## config.mk

```make
export PLATFORM = sky130hd
export DESIGN_NAME = mc_main_control
export DESIGN_NICKNAME = d
export VERILOG_FILES = /design/src/rtl/mc_main_control.sv
export SDC_FILE = /design/constraint.sdc
export NUM_CORES = 1
export LEC_CHECK = 0
export CORE_AREA = 5 5 45 47
export DETAILED_ROUTE_END_ITERATION = 6
export DIE_AREA = 0 0 50 52
export GPL_ROUTABILITY_DRIVEN = 0
export HOLD_SLACK_MARGIN = 0.12
export PLACE_DENSITY = 0.8
export SLEW_MARGIN = 20
export SYNTH_ARGS = -nofsm -noshare
export SYNTH_HDL_FRONTEND = slang
export SYNTH_SLANG_ARGS = --single-unit
```

## constraint.sdc

```tcl
create_clock -name clk -period 2.8 [get_ports clk]
set_input_delay 0.56 -clock clk [delete_from_list [all_inputs] [get_ports clk]]
set_output_delay 0.56 -clock clk [all_outputs]
set_load 0.02 [all_outputs]
```

## src/rtl/mc_main_control.sv

```systemverilog
// mc_main_control -- multi-cycle main control FSM for the MIPS datapath.
//
// Decodes the 6-bit opcode and sequences fetch, decode, execute, memory and
// write-back steps. Memory steps (FETCH, MEM_READ, MEM_WRITE) stall until
// mem_ready is seen high.
//
// Ports:
//   clk            in   rising-edge clock
//   reset          in   synchronous, active-high
//   Op[5:0]        in   opcode (IR[31:26])
//   mem_ready      in   memory completes the current access this cycle
//   PCWrite, PCWriteCond, PCWriteCondNE          out  PC write controls
//   IorD, MemRead, MemWrite, IRWrite             out  memory controls
//   MemtoReg, RegWrite, RegDst                   out  register file controls
//   ALUSrcA        out  ALU A select
//   ALUSrcB[1:0]   out  ALU B select
//   ALUOp[1:0]     out  00 add, 01 sub, 10 use funct
//   PCSource[1:0]  out  00 ALU, 01 ALUOut, 10 jump target
//   state[3:0]     out  current state (debug)
//   illegal_op     out  one-cycle pulse in DECODE on an unsupported opcode
//
// Optional feature: define MC_CONTROL_BNE_EN to decode opcode 000101 as BNE
// (state 12, PCWriteCondNE). Without it, 000101 is illegal and state 12 is an
// unused code.
module mc_main_control (
  input  logic       clk,
  input  logic       reset,
  input  logic [5:0] Op,
  input  logic       mem_ready,
  output logic       PCWrite,
  output logic       PCWriteCond,
  output logic       PCWriteCondNE,
  output logic       IorD,
  output logic       MemRead,
  output logic       MemWrite,
  output logic       IRWrite,
  output logic       MemtoReg,
  output logic       RegWrite,
  output logic       RegDst,
  output logic       ALUSrcA,
  output logic [1:0] ALUSrcB,
  output logic [1:0] ALUOp,
  output logic [1:0] PCSource,
  output logic [3:0] state,
  output logic       illegal_op
);

  typedef enum logic [3:0] {
    S_FETCH     = 4'd0,
    S_DECODE    = 4'd1,
    S_MEM_ADDR  = 4'd2,
    S_MEM_READ  = 4'd3,
    S_MEM_WB    = 4'd4,
    S_MEM_WRITE = 4'd5,
    S_R_EXEC    = 4'd6,
    S_R_WB      = 4'd7,
    S_BRANCH    = 4'd8,
    S_JUMP      = 4'd9,
    S_ADDI_EXEC = 4'd10,
    S_ADDI_WB   = 4'd11,
    S_BNE       = 4'd12
  } state_t;

  localparam logic [5:0] OP_RTYPE = 6'b000000;
  localparam logic [5:0] OP_J     = 6'b000010;
  localparam logic [5:0] OP_BEQ   = 6'b000100;
  localparam logic [5:0] OP_BNE   = 6'b000101;
  localparam logic [5:0] OP_ADDI  = 6'b001000;
  localparam logic [5:0] OP_LW    = 6'b100011;
  localparam logic [5:0] OP_SW    = 6'b101011;

  state_t state_q, state_d;

  always_ff @(posedge clk) begin
    if (reset) state_q <= S_FETCH;
    else       state_q <= state_d;
  end

  // Debug view reads 0 while reset is held, even before the first edge.
  assign state = reset ? 4'd0 : state_q;

  always_comb begin
    state_d       = S_FETCH;
    PCWrite       = 1'b0;
    PCWriteCond   = 1'b0;
    PCWriteCondNE = 1'b0;
    IorD          = 1'b0;
    MemRead       = 1'b0;
    MemWrite      = 1'b0;
    IRWrite       = 1'b0;
    MemtoReg      = 1'b0;
    RegWrite      = 1'b0;
    RegDst        = 1'b0;
    ALUSrcA       = 1'b0;
    ALUSrcB       = 2'b00;
    ALUOp         = 2'b00;
    PCSource      = 2'b00;
    illegal_op    = 1'b0;

    // Outputs stay at their zero defaults while reset is high so no write
    // enable can fire in the cycle that aborts an instruction.
    if (!reset) begin
      unique case (state_q)
        S_FETCH: begin
          MemRead = 1'b1;
          ALUSrcB = 2'b01;
          IRWrite = mem_ready;
          PCWrite = mem_ready;
          state_d = mem_ready ? S_DECODE : S_FETCH;
        end
        S_DECODE: begin
          ALUSrcB = 2'b11;
          case (Op)
            OP_LW, OP_SW: state_d = S_MEM_ADDR;
            OP_RTYPE:     state_d = S_R_EXEC;
            OP_BEQ:       state_d = S_BRANCH;
            OP_J:         state_d = S_JUMP;
            OP_ADDI:      state_d = S_ADDI_EXEC;
`ifdef MC_CONTROL_BNE_EN
            OP_BNE:       state_d = S_BNE;
`endif
            default: begin
              state_d    = S_FETCH;
              illegal_op = 1'b1;
            end
          endcase
        end
        S_MEM_ADDR: begin
          ALUSrcA = 1'b1;
          ALUSrcB = 2'b10;
          state_d = (Op == OP_LW) ? S_MEM_READ : S_MEM_WRITE;
        end
        S_MEM_READ: begin
          MemRead = 1'b1;
          IorD    = 1'b1;
          state_d = mem_ready ? S_MEM_WB : S_MEM_READ;
        end
        S_MEM_WB: begin
          RegWrite = 1'b1;
          MemtoReg = 1'b1;
        end
        S_MEM_WRITE: begin
          MemWrite = 1'b1;
          IorD     = 1'b1;
          state_d  = mem_ready ? S_FETCH : S_MEM_WRITE;
        end
        S_R_EXEC: begin
          ALUSrcA = 1'b1;
          ALUOp   = 2'b10;
          state_d = S_R_WB;
        end
        S_R_WB: begin
          RegWrite = 1'b1;
          RegDst   = 1'b1;
        end
        S_BRANCH: begin
          ALUSrcA     = 1'b1;
          ALUOp       = 2'b01;
          PCWriteCond = 1'b1;
          PCSource    = 2'b01;
        end
`ifdef MC_CONTROL_BNE_EN
        S_BNE: begin
          ALUSrcA       = 1'b1;
          ALUOp         = 2'b01;
          PCWriteCondNE = 1'b1;
          PCSource      = 2'b01;
        end
`endif
        S_JUMP: begin
          PCWrite  = 1'b1;
          PCSource = 2'b10;
        end
        S_ADDI_EXEC: begin
          ALUSrcA = 1'b1;
          ALUSrcB = 2'b10;
          state_d = S_ADDI_WB;
        end
        S_ADDI_WB: begin
          RegWrite = 1'b1;
        end
        default: state_d = S_FETCH;
      endcase
    end
  end

endmodule

```

* After elaboration in Yosys (flattened, before gate mapping)
Index checks and enable logic that the tools add are counted.
** Cells by class
- Eq/ne operators :: 16
- Muxes and demuxes :: 36
- Reductions and logical operators :: 9
** Operators with widths (count)
- 4-bit case mux with 7 select lines :: 1
- 1-bit 2-to-1 mux :: 23
- 4-bit case mux with 5 select lines :: 1
- 4-bit by 3-bit == test with 1-bit output, second input constant :: 4
- 4-bit == test, second input constant :: 4
- 6-bit == test, second input constant :: 2
- 3-bit 2-to-1 mux :: 3
- 4-bit by 2-bit == test with 1-bit output, second input constant :: 2
- 2-bit case mux with 2 select lines :: 2
- 2-bit OR reduction :: 4
- 6-bit by 2-bit == test with 1-bit output, second input constant :: 1
- 6-bit by 3-bit == test with 1-bit output, second input constant :: 1
- 6-bit by 4-bit == test with 1-bit output, second input constant :: 1
- 6-bit logical NOT :: 1
- 2-bit 2-to-1 mux :: 3
- 2-bit case mux with 3 select lines :: 1
- 6-bit OR reduction :: 1
- 4-bit by 1-bit == test with 1-bit output, second input constant :: 1
- 4-bit logical NOT :: 1
- 4-bit 2-to-1 mux :: 1
- 4-bit OR reduction :: 1
- 3-bit OR reduction :: 1
- 1-bit case mux with 2 select lines :: 1
** Word-level totals
- Register bits after elaboration :: 4
- Input bits :: 9
- Output and inout bits :: 22
- Logic and storage cells :: 62

* Depth between registers and ports, before layout
Gate-level depths: netlist (run 1).
- Depth after elaboration :: 5
- Gate-level depth with buffers :: 5
- Gate-level depth less buffers :: 4

* Worst setup path after synthesis (run 1)
Ideal clock, no wire load.
- Kind :: input-to-output
- From :: in reset
- To :: out MemRead
- Arrival :: 1.615 ns
- Setup slack :: 0.625 ns
- Cell stages on the path :: 3
- Path through :: buf_2 > buf_1 > nor4_1
** Between the ends
- Cells in the longest elaborated chain, start to end :: 1
** Ends and longest elaborated chain
- start: declaration :: RTL line 27 : input logic reset,
- 1-bit 2-to-1 mux :: RTL line 102 : if (!reset) begin
- end: declaration :: RTL line 34 : output logic MemRead,
No other way between the ends.

* Final worst setup path (run 1)
- From :: in Op[2]
- To :: out illegal_op
** Between the ends
- Cells in the longest elaborated chain, start to end :: 5
- Elaborated cells between the ends (all ways) :: 10
** Ends and longest elaborated chain
- start: declaration :: RTL line 28 : input logic [5:0] Op,
- 6-bit == test (tied with other cells) :: RTL line 113 : case (Op)
- 6-bit OR reduction (no source line) *
- 1-bit 2-to-1 mux * :: RTL line 113
- 1-bit 2-to-1 mux * :: RTL line 103 : unique case (state_q)
- 1-bit 2-to-1 mux * :: RTL line 102
- end: declaration :: RTL line 45 : output logic illegal_op
Mark *: on every way between the ends. The rest lies on a longest branch, timed or not.

==> flow_metrics.py, run 1 <==
metrics = {
    "detailed_routing": {
        "drcViolationCount": 0,
        "avgViaCountPerCell": 5.41,
        "antenna_violating_nets_post_route": 0,
        "drt_pass1_iterations": 4,
        "detail_route.wl_per_cell_um": 13.7,
        "final_routed_wirelength_um": 1820,
        "via_count": 719,
        "first_iter_violations": 12,
    },
    "grt": {
        "number_of_antenna_violations_at_the_first_check_in_global_routing": 0,
        "wire_length_of_the_first_global_routing_pass_um": 2840,
        "globalRouteOverflowTotal": 0,
        "grt_start_max_net_pins": 14,
        "vias_in_the_first_global_route": 671,
        "track_usage_pct": 13.5,
    },
    "logic_synthesis": {
        "count_of_flip_flops_with_a_built_in_enable_after_synthesis": 0,
        "synth_largest_area_cell": "sky130_fd_sc_hd__dfxtp_1",
        "yosysSeqAreaShare_pct": 12.7,
        "synth_async_sr_flop_share_pct": 0,
        "post_synth_instance_area_um2": 632,
        "ys_seq_elements": 4,
        "synth_cell_type_count": 35,
        "post_synth.cell_area_avg_um2": 7.35,
        "synth-warning-count": 0,
        "synthesis.instances": 86,
        "synth.area.top_cells": "sky130_fd_sc_hd__dfxtp_1, sky130_fd_sc_hd__nor3_1, sky130_fd_sc_hd__nor2b_1",
        "synth.top_cell.area_share_pct": 12.7,
        "synth.net_count": 95,
        "yosys_most_used_dff": "sky130_fd_sc_hd__dfxtp_1",
    },
    "layout": {
        "sequential_cell_area_um2": 80.1,
        "antenna-diode-count": 0,
        "post_layout_nonfiller_instances": 133,
        "layout_top_registers": "state_q (4)",
        "largest_register_ffs": 4,
        "registers.top_by_ff_count": "state_q",
        "fill_cells": 153,
        "utilization_pct": 59.2,
        "ratio_of_cells_with_drive_above_1_in_the_final_layout_pct": 17.2,
        "flow.area_growth_from_synthesis_pct": 51.3,
        "nNetsFinal": 127,
        "finalInstanceArea_um2": 956,
        "multi_input_comb_area_um2": 480,
    },
    "sta": {
        "final_max_slew_viol_count": 0,
        "rsz0062_at_grt": "false",
        "postLayoutSetupSlackWorst_ns": 0.158,
        "setup_viol_count_final": 0,
        "final_min_period_over_clock_period_pct": 94.4,
        "timing_hold_violations_final": 0,
        "maxSlewHeadroom_pct": 66.5,
        "tightestPinTransition_ns": 0.502,
        "finalClockSkew_ns": 0.00226,
        "fmax_ghz": 0.378,
        "finalSetupTns_ns": 0,
        "layout_min_cycle_time_ns": 2.64,
    },
    "die": {
        "die_x_um": 50,
        "core_area_um2": 1610,
        "die_h_um": 52,
        "num_io_pins": 31,
        "floorplan.initialDensity_pct": 39.1,
        "fp.dieArea_um2": 2600,
        "placement_rows": 15,
    },
    "setup_path": {
        "crit_path_max_fanout": 4,
        "timing_worst_setup_path_type": "in -> out",
        "worstPathArrival_ns": 2.08,
        "critical_path.startpoint_type": "input pin",
        "worst_ep_required_time_ns": 2.24,
        "worst_setup_ep_type": "primary output",
    },
    "power_and_ir_drop": {
        "leakagePower_nw": 0.380,
        "power.ir.vdd_worst_mv": 0.113,
        "pwr_density_cell_nw_per_um2": 216,
    },
    "cts": {
        "cts.root.buffer_cell": "sky130_fd_sc_hd__clkbuf_4",
        "tritoncts": "done",
        "clkLatencyLatePin_ns": 0.23,
        "cts_hold_repair_buffers": 0,
        "cts_max_level": 1,
        "cts.reportedPaths.clkPinSlew_ns": 0.04,
        "clk_sinks": 4,
        "cts_made_buffers": 3,
        "cts-root-to-sink-buffers": 2,
    },
    "placement": {
        "dpl_worst_slack_ns": -0.133,
        "detailedPlacementHpwl_um": 1470,
        "placement.cell_area_um2": 932,
        "placed_cells_incl_taps": 130,
        "portBuffers": 29,
    },
    "hold_path": {
        "hold_class": "reg -> reg",
    },
    "run": {
        "max_cap_viol_count": 0,
    },
    "status": {
        "run_status": "finished clean",
    },
}
-- per-layer routing --
layer | part of all wire [%] | global-route usage, %
met5 | 0 | 0
met4 | 0.99 | 5.68
met1 | 40 | 13.9
met2 | 52 | 27.0
met3 | 6.5 | 0.860
-- per-stage QoR --
stage	power [mW]	hold WS (ns)
after floorplan	0.102	0.671
after global placement	0.135	0.754
after detailed placement	0.137	0.754
after CTS	0.208	0.761
after global routing	0.217	0.801
final	0.206	0.762
-- synth_stat cells, types with 2 or more instances --
master	instances
sky130_fd_sc_hd__nor2_1	8
sky130_fd_sc_hd__nor3_1	8
sky130_fd_sc_hd__nor2b_1	6
sky130_fd_sc_hd__a21oi_1	5
sky130_fd_sc_hd__buf_4	4
sky130_fd_sc_hd__dfxtp_1	4
sky130_fd_sc_hd__nand2_1	4
sky130_fd_sc_hd__nand2b_1	4
sky130_fd_sc_hd__and3_1	3
sky130_fd_sc_hd__buf_2	3
sky130_fd_sc_hd__nor3_2	3
sky130_fd_sc_hd__nor4_1	3
sky130_fd_sc_hd__o21bai_1	3
sky130_fd_sc_hd__a31oi_1	2
sky130_fd_sc_hd__buf_6	2
sky130_fd_sc_hd__nand2b_4	2
sky130_fd_sc_hd__nand4_1	2
sky130_fd_sc_hd__o21ai_0	2
sky130_fd_sc_hd__xor2_1	2
-- report_power, final --
| part | switching, mW | total, mW | internal [mW] | leakage, nW |
|---|---|---|---|---|
| Combinational | 0.0371 | 0.0721 | 0.0350 | 0.333 |
| Sequential | 0.00429 | 0.0628 | 0.0585 | 0.0325 |
| Clock | 0.0232 | 0.0711 | 0.0479 | 0.0138 |
-- kinds of logic (layout without fill, tap and decap cells) --
family | after synthesis | after routing | share of synthesized area (%)
buf+inv | 10 | 40 | 11.3
other cells | 1 | 1 | 0.593
simple gates | 50 | 50 | 52.9
xor+xnor | 2 | 2 | 2.77
flops | 4 | 4 | 12.7
compound gates | 19 | 19 | 19.8
-- critical path: stages --
cell,delay (ns)
sky130_fd_sc_hd__clkdlybuf4s50_1,0.54
sky130_fd_sc_hd__xor2_1,0.19
sky130_fd_sc_hd__o21ai_1,0.10
sky130_fd_sc_hd__nor4_2,0.16
sky130_fd_sc_hd__and3b_1,0.20
sky130_fd_sc_hd__dlygate4sd2_1,0.32
-- placed cells by master (no fill, tap or decap), types with 4 or more instances in the layout --
| cell type | n |
|---|---|
| sky130_fd_sc_hd__nor3_1 | 8 |
| sky130_fd_sc_hd__nand2_1 | 4 |
| sky130_fd_sc_hd__a21oi_1 | 5 |
| sky130_fd_sc_hd__clkdlybuf4s50_1 | 24 |
| sky130_fd_sc_hd__nand2b_1 | 4 |
| sky130_fd_sc_hd__nor2b_1 | 6 |
| sky130_fd_sc_hd__nor2_1 | 8 |
| sky130_fd_sc_hd__dfxtp_1 | 4 |
| sky130_fd_sc_hd__buf_4 | 8 |
-- area by class of cell --
cell class	instances	share of cell area (%)
Clock buffer	3	2.36
Sequential cell	4	8.38
Timing Repair Buffer	37	36.8
Tap cell	17	2.23
Multi-Input combinational cell	72	50.3
-- path summary, 6_finish.rpt --
path                                             from                     to  slack, ns  cells past startpoint
worst max-delay path                            Op[2]             illegal_op       0.16                      6
worst min-delay path            state_q[1]$_SDFF_PP0_  state_q[0]$_SDFF_PP0_       0.76                      2
worst max register to register  state_q[3]$_SDFF_PP0_  state_q[1]$_SDFF_PP0_       1.34                      4
worst min register to register  state_q[1]$_SDFF_PP0_  state_q[0]$_SDFF_PP0_       0.76                      2
-- what timing repair did --
item                       CTS  global route
setup endpoints to repair    3             6
setup buffers                0             0
gates resized for setup      4             2
No activity file was read; power rests on OpenSTA's default activity.
==> run 2: changes to the inputs <==
--- a/config.mk
+++ b/config.mk
@@ -5,12 +5,12 @@
 export SDC_FILE = /design/constraint.sdc
 export NUM_CORES = 1
 export LEC_CHECK = 0
-export CORE_AREA = 5 5 45 47
+export CORE_AREA = 5 5 52 45
 export DETAILED_ROUTE_END_ITERATION = 6
-export DIE_AREA = 0 0 50 52
+export DIE_AREA = 0 0 57 50
 export GPL_ROUTABILITY_DRIVEN = 0
 export HOLD_SLACK_MARGIN = 0.12
-export PLACE_DENSITY = 0.8
+export PLACE_DENSITY = 0.73
 export SLEW_MARGIN = 20
 export SYNTH_ARGS = -nofsm -noshare
 export SYNTH_HDL_FRONTEND = slang
==> constraint.sdc (replaced) <==
create_clock -name clk -period 2.5 [get_ports clk]
set_input_delay 0.5 -clock clk [delete_from_list [all_inputs] [get_ports clk]]
set_output_delay 0.5 -clock clk [all_outputs]
set_load 0.02 [all_outputs]
==> run 2 against run 1 <==
Compared with the run above:
- sequential share of layout area is 0.27 points lower
- via count is 4.2% higher
- core utilization is 0.47 points lower
- global-route usage is 0.37 points lower
- register-to-register slack worse by 0.12 ns
- count of clock-buffer cells in the layout stayed put
- critical endpoint is now state[0]
- largest power group unchanged
- highest routed layer unchanged
==> flow_metrics.py, run 2 (synthesis gave the netlist of run 1 again) <==
metrics = {
    "placement": {
        "portBuffers": 29,
        "placement.cell_area_um2": 1030,
        "detailedPlacementHpwl_um": 1530,
        "dpl_worst_slack_ns": -0.265,
    },
    "sta": {
        "fmax_ghz": 0.411,
        "postLayoutSetupSlackWorst_ns": 0.0643,
        "final_max_slew_viol_count": 0,
        "hold-worst-slack_ns": 0.749,
        "final_min_period_over_clock_period_pct": 97.4,
        "layout_min_cycle_time_ns": 2.44,
        "rsz0062_at_grt": "false",
        "setup_viol_count_final": 0,
        "finalClockSkew_ns": 0.000440,
        "timing_hold_violations_final": 0,
    },
    "layout": {
        "flow.area_growth_from_synthesis_pct": 66.1,
        "ratio_of_cells_with_drive_above_1_in_the_final_layout_pct": 28.9,
        "registers.top_by_ff_count": "state_q",
        "fill_cells": 193,
        "most-common-layout-cells": "sky130_fd_sc_hd__buf_4, sky130_fd_sc_hd__dlygate4sd2_1, sky130_fd_sc_hd__clkdlybuf4s50_1, sky130_fd_sc_hd__nor2_1, sky130_fd_sc_hd__nor3_1",
        "utilization_pct": 58.8,
        "nNetsFinal": 139,
        "layout_top_registers": "state_q (4)",
        "finalInstanceArea_um2": 1050,
        "largest_register_ffs": 4,
        "antenna-diode-count": 0,
        "final_common_cell": "sky130_fd_sc_hd__buf_4",
    },
    "power_and_ir_drop": {
        "internal_power_uw": 165,
        "power.ir.vdd_worst_mv": 0.205,
        "netSwitchingFraction_pct": 30.7,
        "seq_power_share_pct": 29.6,
        "pwr_density_cell_nw_per_um2": 227,
        "power.net_switching_uw": 72.9,
        "power.clock.fraction_pct": 33.8,
        "combPwrFrac_pct": 36.6,
        "leakagePower_nw": 0.507,
    },
    "run": {
        "max_cap_viol_count": 0,
    },
    "grt": {
        "grt_met3_use_pct": 4.44,
        "groute.layer.met2.usage_pct": 23.0,
        "grt_start_max_net_pins": 16,
        "vias_in_the_first_global_route": 693,
        "track_usage_pct": 13.1,
        "wire_length_of_the_first_global_routing_pass_um": 2990,
        "number_of_antenna_violations_at_the_first_check_in_global_routing": 0,
        "busiest_layer": "met2",
        "globalRouteMet1Util_pct": 14.9,
        "globalRouteOverflowTotal": 0,
    },
    "cts": {
        "tritoncts": "done",
        "clkLatencyLatePin_ns": 0.23,
        "clk_sinks": 4,
        "cts-root-to-sink-buffers": 2,
        "cts_made_buffers": 3,
        "cts_max_level": 1,
        "cts.reportedPaths.clkPinSlew_ns": 0.04,
        "cts.root.buffer_cell": "sky130_fd_sc_hd__clkbuf_4",
        "buffer_count_from_post_cts_setup_fixing": 0,
    },
    "detailed_routing": {
        "avgViaCountPerCell": 4.93,
        "via_count": 749,
        "drcViolationCount": 0,
        "drt_pass1_iterations": 4,
        "first_iter_violations": 15,
        "final_routed_wirelength_um": 1840,
        "detail_route.wl_per_cell_um": 12.1,
        "antenna_violating_nets_post_route": 0,
    },
    "setup_path": {
        "worstPathArrival_ns": 1.94,
        "worst_ep_required_time_ns": 2.00,
        "timing_worst_setup_path_type": "in -> out",
        "worst_setup_ep_type": "primary output",
        "crit_path_max_fanout": 6,
        "critical_path.startpoint_type": "input pin",
    },
    "die": {
        "num_io_pins": 31,
        "core_area_um2": 1790,
        "die_x_um": 57,
        "die_h_um": 50,
        "floorplan.initialDensity_pct": 35.4,
        "fp.dieArea_um2": 2850,
        "placement_rows": 14,
    },
    "hold_path": {
        "hold_class": "reg -> reg",
    },
    "status": {
        "run_status": "finished clean",
    },
}
-- run 2: changes by cell type in the layout (fill, tap and decap cells not counted), moves of 4 or more --
cell	delta
sky130_fd_sc_hd__dfxtp_2	+4
sky130_fd_sc_hd__clkdlybuf4s50_1	-13
sky130_fd_sc_hd__dfxtp_1	-4
sky130_fd_sc_hd__buf_4	+12
sky130_fd_sc_hd__dlygate4sd2_1	+11
-- run 2: cell type report --
type / instances / area [um^2] / area share, %
Timing Repair Buffer: 49 / 432 / 41.1
Tap cell: 24 / 30.0 / 2.86
Clock buffer: 3 / 22.5 / 2.15
Multi-Input combinational cell: 72 / 480 / 45.8
Sequential cell: 4 / 85.1 / 8.10
-- run 2: final timing paths --
| check | cells after the start | startpoint | end | slack [ns] |
|---|---|---|---|---|
| worst min-delay path | 2 | state_q[3]$_SDFF_PP0_ | state_q[2]$_SDFF_PP0_ | 0.75 |
| worst max-delay path | 5 | reset | state[0] | 0.06 |
| worst min register to register | 2 | state_q[3]$_SDFF_PP0_ | state_q[2]$_SDFF_PP0_ | 0.75 |
| worst max register to register | 4 | state_q[3]$_SDFF_PP0_ | state_q[1]$_SDFF_PP0_ | 1.22 |
-- run 2: what timing repair did --
action | CTS | global route
cloned | 0 | 0
pin swaps | 0 | 2
setup endpoints to repair | 14 | 4
hold buffers | 0 | 0
resized for setup | 17 | 7
-- run 2: per-stage QoR --
stage                     TNS (ns)  power (mW)  std cells
after CTS                        0       0.240        152
after floorplan                  0       0.114         86
after global placement      -0.741       0.162        149
after global routing             0       0.254        152
after detailed placement    -0.891       0.164        149
final                            0       0.238        152
-- run 2: routing by layer --
layer / wire length, um / share of wire (%)
met1: 803 / 44
met3: 133 / 7.2
met2: 903 / 49
met5: 0 / 0
met4: 4 / 0.22
-- run 2: power groups by stage --
stage                     clock network [mW]  logic, mW  registers, mW
after CTS                             0.0815     0.0880         0.0701
after global placement                     0     0.0905         0.0711
after global routing                  0.0893     0.0942         0.0709
after detailed placement                   0     0.0925         0.0712
final                                 0.0803     0.0871         0.0704
after floorplan                            0     0.0466         0.0676
-- run 2: worst max-delay path, stage by stage --
cell and delay (ns):
sky130_fd_sc_hd__clkdlybuf4s50_1 0.42, sky130_fd_sc_hd__buf_4 0.17, sky130_fd_sc_hd__nor2b_1 0.14, sky130_fd_sc_hd__buf_4 0.12, sky130_fd_sc_hd__clkdlybuf4s50_1 0.59
